File: src/rtl/collision_pkg.sv
// Shared types and constants for the collision detector.
// Build option: COLLISION_MIDPOINT_EN adds four mid-edge probes (12 instead of 8).
package collision_pkg;

    localparam int CHAR_W_DEF        = 8;
    localparam int CHAR_H_DEF        = 16;
    localparam int TILE_SHIFT_DEF    = 3;
    localparam int MAP_COLS_LOG2_DEF = 6;
    localparam int MAP_ROWS_DEF      = 15;

    // Probe coordinates are signed so that -1 and edge+size never wrap.
    localparam int COORD_W = 11;
    localparam int WX_W    = 10;
    localparam int IDX_W   = 4;

`ifdef COLLISION_MIDPOINT_EN
    localparam int PROBE_COUNT = 12;
`else
    localparam int PROBE_COUNT = 8;
`endif

    typedef enum logic [1:0] {
        ST_IDLE  = 2'd0,
        ST_PROBE = 2'd1,
        ST_DRAIN = 2'd2,
        ST_DONE  = 2'd3
    } state_e;

    typedef enum logic [1:0] {
        DIR_UP    = 2'd0,
        DIR_DOWN  = 2'd1,
        DIR_LEFT  = 2'd2,
        DIR_RIGHT = 2'd3
    } dir_e;

    function automatic logic [3:0] dir_mask(input dir_e d);
        return 4'(1) << d;
    endfunction

endpackage

File: src/rtl/collision_probe_gen.sv
// Maps a probe index and the coordinate snapshot to a tile address, an
// in-map flag, the forced result for off-map probes and the probe direction.
module collision_probe_gen
    import collision_pkg::*;
#(
    parameter int CHAR_W        = CHAR_W_DEF,
    parameter int CHAR_H        = CHAR_H_DEF,
    parameter int TILE_SHIFT    = TILE_SHIFT_DEF,
    parameter int MAP_COLS_LOG2 = MAP_COLS_LOG2_DEF,
    parameter int MAP_ROWS      = MAP_ROWS_DEF,
    parameter int ROW_W         = $clog2(MAP_ROWS)
) (
    input  logic [IDX_W-1:0]               idx_i,
    input  logic [WX_W-1:0]                wx_i,
    input  logic [7:0]                     y_i,
    output logic [ROW_W+MAP_COLS_LOG2-1:0] addr_o,
    output logic                           in_map_o,
    output logic                           forced_o,
    output dir_e                           dir_o
);

    logic signed [COORD_W-1:0] off_x, off_y;
    logic signed [COORD_W-1:0] px, py, col, row;
    logic                      row_neg, row_high, col_out;

    // NOTE: every output of a combinational block gets a default first, so
    // an index outside the table can never leave a latch behind.
    always_comb begin
        off_x = '0;
        off_y = '0;
        dir_o = DIR_UP;
        case (idx_i)
            4'd0:  begin off_x = '0;                  off_y = -COORD_W'(1);       dir_o = DIR_UP;    end
            4'd1:  begin off_x = COORD_W'(CHAR_W - 1); off_y = -COORD_W'(1);       dir_o = DIR_UP;    end
            4'd2:  begin off_x = '0;                  off_y = COORD_W'(CHAR_H);     dir_o = DIR_DOWN;  end
            4'd3:  begin off_x = COORD_W'(CHAR_W - 1); off_y = COORD_W'(CHAR_H);     dir_o = DIR_DOWN;  end
            4'd4:  begin off_x = -COORD_W'(1);       off_y = '0;                  dir_o = DIR_LEFT;  end
            4'd5:  begin off_x = -COORD_W'(1);       off_y = COORD_W'(CHAR_H - 1); dir_o = DIR_LEFT;  end
            4'd6:  begin off_x = COORD_W'(CHAR_W);     off_y = '0;                  dir_o = DIR_RIGHT; end
            4'd7:  begin off_x = COORD_W'(CHAR_W);     off_y = COORD_W'(CHAR_H - 1); dir_o = DIR_RIGHT; end
`ifdef COLLISION_MIDPOINT_EN
            4'd8:  begin off_x = -COORD_W'(1);       off_y = COORD_W'(CHAR_H / 2); dir_o = DIR_LEFT;  end
            4'd9:  begin off_x = COORD_W'(CHAR_W);     off_y = COORD_W'(CHAR_H / 2); dir_o = DIR_RIGHT; end
            4'd10: begin off_x = COORD_W'(CHAR_W / 2); off_y = -COORD_W'(1);       dir_o = DIR_UP;    end
            4'd11: begin off_x = COORD_W'(CHAR_W / 2); off_y = COORD_W'(CHAR_H);     dir_o = DIR_DOWN;  end
`endif
            default: begin off_x = '0; off_y = '0; dir_o = DIR_UP; end
        endcase
    end

    assign px  = $signed({1'b0, wx_i}) + off_x;
    assign py  = $signed({3'b000, y_i}) + off_y;
    assign col = px >>> TILE_SHIFT;
    assign row = py >>> TILE_SHIFT;

    // Above the map is open sky; below it is floor and beside it is wall.
    assign row_neg  = row[COORD_W-1];
    assign row_high = !row_neg && (row >= COORD_W'(MAP_ROWS));
    assign col_out  = col[COORD_W-1] || (col >= COORD_W'(1 << MAP_COLS_LOG2));

    assign in_map_o = !row_neg && !row_high && !col_out;
    assign forced_o = !row_neg;
    assign addr_o   = {row[ROW_W-1:0], col[MAP_COLS_LOG2-1:0]};

endmodule

File: src/rtl/collision_detector.sv
// Scans the tile map around the character once per enable and latches the
// four blocked flags. Build option: COLLISION_MIDPOINT_EN (12-probe scan).
module collision_detector
    import collision_pkg::*;
#(
    parameter int CHAR_W        = CHAR_W_DEF,
    parameter int CHAR_H        = CHAR_H_DEF,
    parameter int TILE_SHIFT    = TILE_SHIFT_DEF,
    parameter int MAP_COLS_LOG2 = MAP_COLS_LOG2_DEF,
    parameter int MAP_ROWS      = MAP_ROWS_DEF,
    parameter int ADDR_W        = $clog2(MAP_ROWS) + MAP_COLS_LOG2
) (
    input  logic              clock,
    input  logic              resetn,
    input  logic              enable,
    input  logic [7:0]        x_position,
    input  logic [7:0]        y_position,
    input  logic [8:0]        scroll_x,
    output logic [ADDR_W-1:0] map_addr,
    output logic              map_rd,
    input  logic              map_data,
    output logic              left_blocked,
    output logic              right_blocked,
    output logic              up_blocked,
    output logic              down_blocked,
    output logic              busy,
    output logic              scan_done
);

    state_e             state_q, state_d;
    logic [WX_W-1:0]    wx_q;
    logic [7:0]         y_q;
    logic [IDX_W-1:0]   idx_q;
    logic [3:0]         acc_q, acc_d;
    logic [3:0]         flags_q;
    logic               pend_vld_q, pend_in_map_q, pend_forced_q;
    dir_e               pend_dir_q;
    logic               pend_val;

    logic [ADDR_W-1:0]  pr_addr;
    logic               pr_in_map, pr_forced;
    dir_e               pr_dir;
    logic               last_probe;

    collision_probe_gen #(
        .CHAR_W        (CHAR_W),
        .CHAR_H        (CHAR_H),
        .TILE_SHIFT    (TILE_SHIFT),
        .MAP_COLS_LOG2 (MAP_COLS_LOG2),
        .MAP_ROWS      (MAP_ROWS)
    ) u_probe_gen (
        .idx_i    (idx_q),
        .wx_i     (wx_q),
        .y_i      (y_q),
        .addr_o   (pr_addr),
        .in_map_o (pr_in_map),
        .forced_o (pr_forced),
        .dir_o    (pr_dir)
    );

    assign last_probe = (idx_q == IDX_W'(PROBE_COUNT - 1));

    // NOTE: sequential state uses non-blocking assignments only, so every
    // register samples the pre-edge value of every other register.
    always_ff @(posedge clock or negedge resetn) begin
        if (!resetn) state_q <= ST_IDLE;
        else         state_q <= state_d;
    end

    always_comb begin
        state_d = state_q;
        case (state_q)
            ST_IDLE:  if (enable) state_d = ST_PROBE;
            ST_PROBE: if (last_probe) state_d = ST_DRAIN;
            ST_DRAIN: state_d = ST_DONE;
            ST_DONE:  state_d = ST_IDLE;
            default:  state_d = ST_IDLE;
        endcase
    end

    always_comb begin
        busy      = (state_q != ST_IDLE);
        scan_done = (state_q == ST_DONE);
        map_rd    = (state_q == ST_PROBE) && pr_in_map;
        map_addr  = map_rd ? pr_addr : '0;
    end

    // The result returning this cycle belongs to the probe issued last cycle.
    assign pend_val = pend_in_map_q ? map_data : pend_forced_q;
    assign acc_d    = pend_vld_q ? (acc_q | (dir_mask(pend_dir_q) & {4{pend_val}})) : acc_q;

    always_ff @(posedge clock or negedge resetn) begin
        if (!resetn) begin
            wx_q          <= '0;
            y_q           <= '0;
            idx_q         <= '0;
            acc_q         <= '0;
            flags_q       <= '0;
            pend_vld_q    <= 1'b0;
            pend_in_map_q <= 1'b0;
            pend_forced_q <= 1'b0;
            pend_dir_q    <= DIR_UP;
        end else begin
            if (state_q == ST_IDLE && enable) begin
                wx_q <= WX_W'(x_position) + WX_W'(scroll_x);
                y_q  <= y_position;
            end
            idx_q         <= (state_q == ST_PROBE) ? idx_q + IDX_W'(1) : '0;
            pend_vld_q    <= (state_q == ST_PROBE);
            pend_in_map_q <= pr_in_map;
            pend_forced_q <= pr_forced;
            pend_dir_q    <= pr_dir;
            acc_q         <= (state_q == ST_IDLE) ? '0 : acc_d;
            // Flags move once, on entry to DONE, carrying the final result.
            if (state_q == ST_DRAIN) flags_q <= acc_d;
        end
    end

    assign up_blocked    = flags_q[DIR_UP];
    assign down_blocked  = flags_q[DIR_DOWN];
    assign left_blocked  = flags_q[DIR_LEFT];
    assign right_blocked = flags_q[DIR_RIGHT];

endmodule

File: config.mk
export PLATFORM = sky130hd
export DESIGN_NAME = collision_detector
export DESIGN_NICKNAME = d
export VERILOG_FILES = /design/src/rtl/collision_pkg.sv /design/src/rtl/collision_probe_gen.sv /design/src/rtl/collision_detector.sv
export SDC_FILE = /design/constraint.sdc
export NUM_CORES = 1
export LEC_CHECK = 0
export BUFFER_PORTS_ARGS = -buffer_cell sky130_fd_sc_hd__buf_4
export CAP_MARGIN = 20
export CORE_ASPECT_RATIO = 0.5
export CORE_UTILIZATION = 35
export DETAILED_ROUTE_END_ITERATION = 6
export GPL_TIMING_DRIVEN = 1
export PLACE_DENSITY_LB_ADDON = 0.15
export SYNTH_ARGS = -nofsm -noshare
export SYNTH_HDL_FRONTEND = slang
export SYNTH_HIERARCHICAL = 1
export SYNTH_SLANG_ARGS = --single-unit
File: constraint.sdc
create_clock -name clock -period 4.89 [get_ports clock]
set_input_delay 0.489 -clock clock [delete_from_list [all_inputs] [get_ports clock]]
set_output_delay 0.489 -clock clock [all_outputs]
set_load 0.01 [all_outputs]
==> results of run 1 <==
==> state kept, by name, indices dropped and copies added, names as in the netlist <==
signal and flops:
pend_dir_q 2, idx_q 4, acc_q 4, state_q 2, wx_q 10, y_q 8, flags_q 4, pend_forced_q 1
pend_vld_q 1, pend_in_map_q 1
==> placed cells by master, fill, tap and decap left out, drive strengths merged, types with 4 or more instances in the layout <==
cell type  count
o21ai         12
and2           5
a21oi         20
mux2          10
nand3          9
and3          11
nor2b          6
xnor2          9
nand2         17
nor3b          6
inv           15
ha            31
nor2          19
a21o           4
xor2           7
clkbuf         5
buf           47
dfrtp         37
==> layer usage <==
metal | global-route usage | up-vias | part of all wire
met5 | 0 | - | 0
met4 | 0.0473 | 0 | 0.0074
met3 | 0.0348 | 5 | 0.039
met2 | 0.263 | 48 | 0.44
met1 | 0.223 | 1012 | 0.51
li1 | - | 1099 | -
==> metrics by stage <==
stage / instance area (um2) / setup slack (ns) / hold slack, ns / utilization / cells
5_1_grt: 3250 / 0.192 / 0.206 / 0.465 / 416
3_3_place_gp: 3080 / 0.979 / 0.471 / 0.441 / 408
2_1_floorplan: 2640 / 1.13 / 0.193 / - / 275
6_report: 3250 / 0.484 / 0.171 / 0.465 / 416
4_1_cts: 3250 / 0.500 / 0.185 / 0.465 / 416
3_5_place_dp: 3080 / 0.846 / 0.477 / 0.441 / 408
==> logic make-up (layout without fill, tap and decap cells) <==
group	Yosys count	count (layout)
buffers and inverters	21	70
AOI/OAI and AO/OA	66	66
muxes	12	12
DFF	37	37
adders and majority gates	32	32
and+or+nand+nor	91	91
xor gates and xnor gates	16	16
==> worst max path at each step <==
stage	from	endpoint	slack, ns	cells after the start
2_1_floorplan	idx_q[2]$_DFF_PN0_	map_addr[0]	1.13	12
3_3_place_gp	idx_q[3]$_DFF_PN0_	map_addr[0]	0.98	14
6_report	idx_q[2]$_DFF_PN0_	map_addr[8]	0.48	13
3_5_place_dp	idx_q[2]$_DFF_PN0_	map_addr[8]	0.85	13
4_1_cts	idx_q[2]$_DFF_PN0_	map_addr[8]	0.50	13
5_1_grt	idx_q[2]$_DFF_PN0_	map_addr[8]	0.19	13
==> layout make-up <==
class | instances | share of cell area
timing repair buffer | 47 | 0.109
clock inverter | 3 | 0.0142
sequential | 37 | 0.285
clock buffer | 5 | 0.0385
multi-input combinational | 217 | 0.501
inverter | 15 | 0.0173
tap | 92 | 0.0354
==> power by group <==
group | internal, mW | total, mW | switching [mW]
Combinational | 0.471 | 1.02 | 0.547
Sequential | 0.432 | 0.516 | 0.0838
Clock | 0.241 | 0.374 | 0.133
==> results by group, run 1 <==
Cells and area
  • Layout cell share with drive strength beyond 1: 0.216
  • Multi-input gate area in the final layout: 0.00163 mm2
  • Seq. cell area: 926 um2
  • Antenna cells: 0
  • Area Growth Syn to Fin: 23.0%
  • Final net count: 384
  • Fillers: 632

Logic synthesis
  • Mapped Area: 0.00264 mm2
  • Compound-cell area share of the yosys netlist: 0.167
  • Post-synthesis sequential area ratio: 0.350
  • Yosys reg bits: 37
  • EDFF count, synth: 0
  • Yosys top cell by area: dfrtp_1
  • Most common cell in the synthesized netlist: dfrtp_1
  • Mux cell area share after synthesis: 0.0502
  • Synth top cells by count: dfrtp_1 (37), ha_1 (31), a21oi_1 (19), nor2_1 (19), nand2_1 (17)
  • Netlist cell types: 52
  • Post-synthesis adder-cell area fraction: 0.154
  • Post-synth ARST share: 1.00
  • Post-synthesis average cell area: 9.61 um2
  • Synth area leaders: dfrtp_1 (35%), ha_1 (15%), mux2_2 (4.3%), a21oi_1 (3.6%), xnor2_1 (3.0%)
  • Post-Synth Simple-Gate Area: 0.192
  • Cells after Synth: 275
  • Largest family of logic cells by synthesized area: simple AND/OR/NAND/NOR gates
  • Xor-xnor portion of the synthesized cell area: 0.0530
  • Post-synth top area share: 0.350
  • Ys flop type: dfrtp_1
  • Mapped Nets: 336
  • Yosys warning total: 6

Worst setup path
  • CP Launch Type: flip-flop
  • Worst R2R End: pend_in_map_q$_DFF_PN0_
  • Crit-path leading delay family: compound AO/OA/AOI/OAI gates
  • Worst endpoint data arrival time: 3.92 ns
  • Critical path's slowest cell: dfrtp_1
  • R2r setup slk: 1.50 ns
  • CP Max Fanout: 10
  • Reg2reg path depth: 11
  • Worst path cell trace: nor2b_1 > a21o_1 > ha_1 > a21oi_1 > o21ai_1 > a221o_1 > a21oi_2 > nand2_1 > mux2_2 > nor4_2 > buf_4 > and3_1 > buf_4
  • R2r startpoint: idx_q[2]$_DFF_PN0_
  • Most used cell, CP: buf_4
  • Worst EP required: 4.40 ns
  • Critical path class: flip-flop to output pin
  • CP endpoint kind: output pin
  • Worst path max stage delay: 0.53 ns
  • Crit path buffers/inverters: 2

Clocking
  • Clock sinks: 37
  • CTS max path bufs: 2
  • CTS tree: done
  • Clock root buffer: clkbuf_16
  • CTS clock-pin slew for the worst setup and hold paths: 0.06 ns
  • Num CTS Buffers: 5
  • H-tree depth: 2
  • Post-CTS sizing: 0
  • Postcts setup bufs: 0
  • CTS Hold Bufs: 0
  • Clk_lat worst skew: 0.28 ns

STA
  • Slew Viols, Final: 0
  • Final worst path period need: 4.41 ns
  • Final hold viol count: 0
  • Max Clock Skew: 0.00245 ns
  • RSZ-0062 raised after global routing: false
  • Worst slew pin tran: 0.711 ns
  • Worst slew margin: 0.526
  • Setup_tns: 0 ns
  • Final Setup Violations: 0
  • Fmax achieved: 0.227 GHz
  • Period utilization: 0.901

Outcome
  • Violated checks: design-rule violations
  • Outcome: finished with violations

Placement
  • Port bufs: 45
  • Detailed Place HPWL: 4500 um
  • RD Place Congestion: 0.821

Routing
  • Avg WL per Cell: 14.2 um
  • Vias: 2164
  • Initial DRC Count: 98
  • Drt total wl: 5920 um
  • First-pass DRT Iterations: 6
  • DRC: 6
  • Via-to-Cell Ratio: 5.20
  • Antenna Nets Post-Route: 0

Die
  • I/O pins: 46
  • Die height: 63.4 um
  • Core area: 0.00699 mm2
  • Die Wd: 125 um
  • FP Rows: 21
  • Overall die area: 0.00792 mm2
  • Initial Util: 0.378

Flow run
  • Max-Cap Viols: 0

Power
  • PD cells: 587 mW/mm2
  • Pleak: 1.61 nW
  • VDD IR max: 0.000206 V
  • Total Power: 1.91 mW

Global routing
  • Total grt overflow: 0
  • First-pass GRT wire length: 10300 um
  • Vias in the first global route: 2142
  • Largest net degree at the start of global routing: 38
  • Antenna violations before repair: 0
  • Gr usage total: 0.164

Worst hold path
  • Worst min-delay path class: input port to asynchronous set/reset pin
Power figures use the tool's default switching activity.
==> run 2: changes to the inputs <==
Settings changed: SETUP_SLACK_MARGIN from default to 0.4.
Clock period 4.89 ns to 4.95 ns, I/O delays scaled along.
==> results by group, run 2 (same netlist as run 1, synthesis figures left out) <==
Power
  • VDD IR max: 0.000179 V
  • Clock share of power: 0.196
  • Sequential Power Share: 0.271
  • Gate power share: 0.533
  • Int Pwr: 1.13 mW
  • Switching Share: 0.397
  • Pleak: 1.61 nW
  • Sw Pwr: 0.745 mW
  • PD cells: 577 mW/mm2
  • Total Power: 1.87 mW

STA
  • Fmax achieved: 0.237 GHz
  • Worst slew pin tran: 0.762 ns
  • Final worst path period need: 4.22 ns
  • Hold slack: 0.170 ns
  • RSZ-0062 raised after global routing: false
  • Final Setup Violations: 0
  • Slew Viols, Final: 0
  • Worst slew margin: 0.491
  • Setup_tns: 0 ns
  • Max Clock Skew: 0.00500 ns
  • Post-route setup slack: 0.729 ns
  • Final hold viol count: 0
  • Period utilization: 0.853

Global routing
  • Largest net degree at the start of global routing: 38
  • Gr usage total: 0.158
  • Antenna violations before repair: 0
  • First-pass GRT wire length: 9750 um
  • Total grt overflow: 0
  • Vias in the first global route: 2025

Clocking
  • Post-CTS sizing: 0
  • Clock sinks: 37
  • Num CTS Buffers: 5
  • CTS Hold Bufs: 0
  • Clock root buffer: clkbuf_16
  • Postcts setup bufs: 0
  • CTS tree: done
  • H-tree depth: 2
  • CTS clock-pin slew for the worst setup and hold paths: 0.06 ns
  • Clk_lat worst skew: 0.28 ns
  • CTS max path bufs: 2

Placement
  • Placed inst area: 0.00308 mm2
  • Detailed Place HPWL: 4450 um
  • RD Place Congestion: 0.781
  • Placed cell count: 408
  • Dpl ws: 1.07 ns
  • Port bufs: 45

Die
  • FP Rows: 21
  • Initial Util: 0.378
  • Die height: 63.4 um
  • I/O pins: 46
  • Overall die area: 0.00792 mm2
  • Die Wd: 125 um
  • Core area: 0.00699 mm2

Worst hold path
  • Worst min-delay path class: input port to asynchronous set/reset pin

Cells and area
  • Max reg flops: 10
  • Util after Layout: 0.465
  • Final net count: 384
  • Commonest non-fill, non-tap cell in the layout: buf_4
  • Antenna cells: 0
  • Area Growth Syn to Fin: 23.0%
  • Fin cells: 416
  • Multi-input gate area in the final layout: 0.00163 mm2
  • Biggest regs: wx_q: 10 flops, y_q: 8 flops
  • Final Cell Area: 0.00325 mm2
  • Layout cell share with drive strength beyond 1: 0.216
  • Seq. cell area: 926 um2
  • Most frequent cells in the layout: buf_4 (47), dfrtp_1 (37), ha_1 (31), a21oi_1 (19), nor2_1 (19)
  • Biggest register: wx_q
  • Fillers: 664

Routing
  • Drt total wl: 5800 um
  • First-pass DRT Iterations: 6
  • Via-to-Cell Ratio: 5.13
  • Antenna Nets Post-Route: 0
  • DRC: 7
  • Avg WL per Cell: 13.9 um
  • Vias: 2136
  • Initial DRC Count: 98

Outcome
  • Violated checks: design-rule violations
  • Outcome: finished with violations

Worst setup path
  • Critical path class: flip-flop to output pin
  • Worst endpoint data arrival time: 3.73 ns
  • CP Launch Type: flip-flop
  • Critical path's slowest cell: dfrtp_1
  • CP endpoint kind: output pin
  • Worst path max stage delay: 0.50 ns
  • Crit. Startpoint: idx_q[2]$_DFF_PN0_
  • Most used cell, CP: buf_4
  • Worst EP required: 4.45 ns
  • R2r startpoint: idx_q[2]$_DFF_PN0_
  • Worst path cell trace: nor2b_1 > a21o_1 > ha_1 > a21oi_1 > o21ai_1 > a221o_1 > a21oi_2 > nand2_1 > mux2_2 > nor4_2 > buf_4 > and3_1 > buf_4
  • CP Max Fanout: 10

Flow run
  • Max-Cap Viols: 0
## run 2: final cells by class
| cell class | count | area share |
|---|---|---|
| clock buffers | 5 | 0.0385 |
| clock inverters | 3 | 0.0142 |
| inverters | 15 | 0.0173 |
| multi-input cells | 217 | 0.501 |
| flip-flops and latches | 37 | 0.285 |
| well taps | 92 | 0.0354 |
| repair buffers | 47 | 0.109 |
## run 2: power by group through the flow
stage / clock network [mW] / logic, mW / registers, mW
floorplan: 0 / 0.730 / 0.495
global placement: 0 / 0.974 / 0.514
detailed placement: 0 / 0.996 / 0.514
CTS: 0.377 / 1.01 / 0.509
global route: 0.394 / 1.12 / 0.527
finish: 0.368 / 0.999 / 0.508
## run 2: worst paths after layout
| kind | depth (start not counted) | slack [ns] | to |
|---|---|---|---|
| worst min register to register | 2 | 0.48 | acc_q[2]$_DFF_PN0_ |
| worst min-delay path | 1 | 0.17 | wx_q[9]$_DFFE_PN0P_ |
| max in group asynchronous | 1 | 4.45 | pend_in_map_q$_DFF_PN0_ |
| min in group clock | 2 | 0.45 | y_q[7]$_DFFE_PN0P_ |
| worst max-delay path | 13 | 0.73 | map_addr[0] |
| worst max register to register | 10 | 1.90 | pend_in_map_q$_DFF_PN0_ |
## run 2: worst max-delay path: cells and delay by family, from the launching register on
family	cells	cell delay [ns]
and+or+nand+nor	4	0.90
buffers and inverters	2	0.34
AOI/OAI and AO/OA	5	1.10
muxes	1	0.28
adders and majority gates	1	0.31
DFF	1	0.50
## run 2: routing by layer
metal | wire length, um | global-route usage
met1 | 2990 | 0.212
met4 | 57 | 0.0473
met2 | 2510 | 0.249
met3 | 244 | 0.0425
met5 | 0 | 0
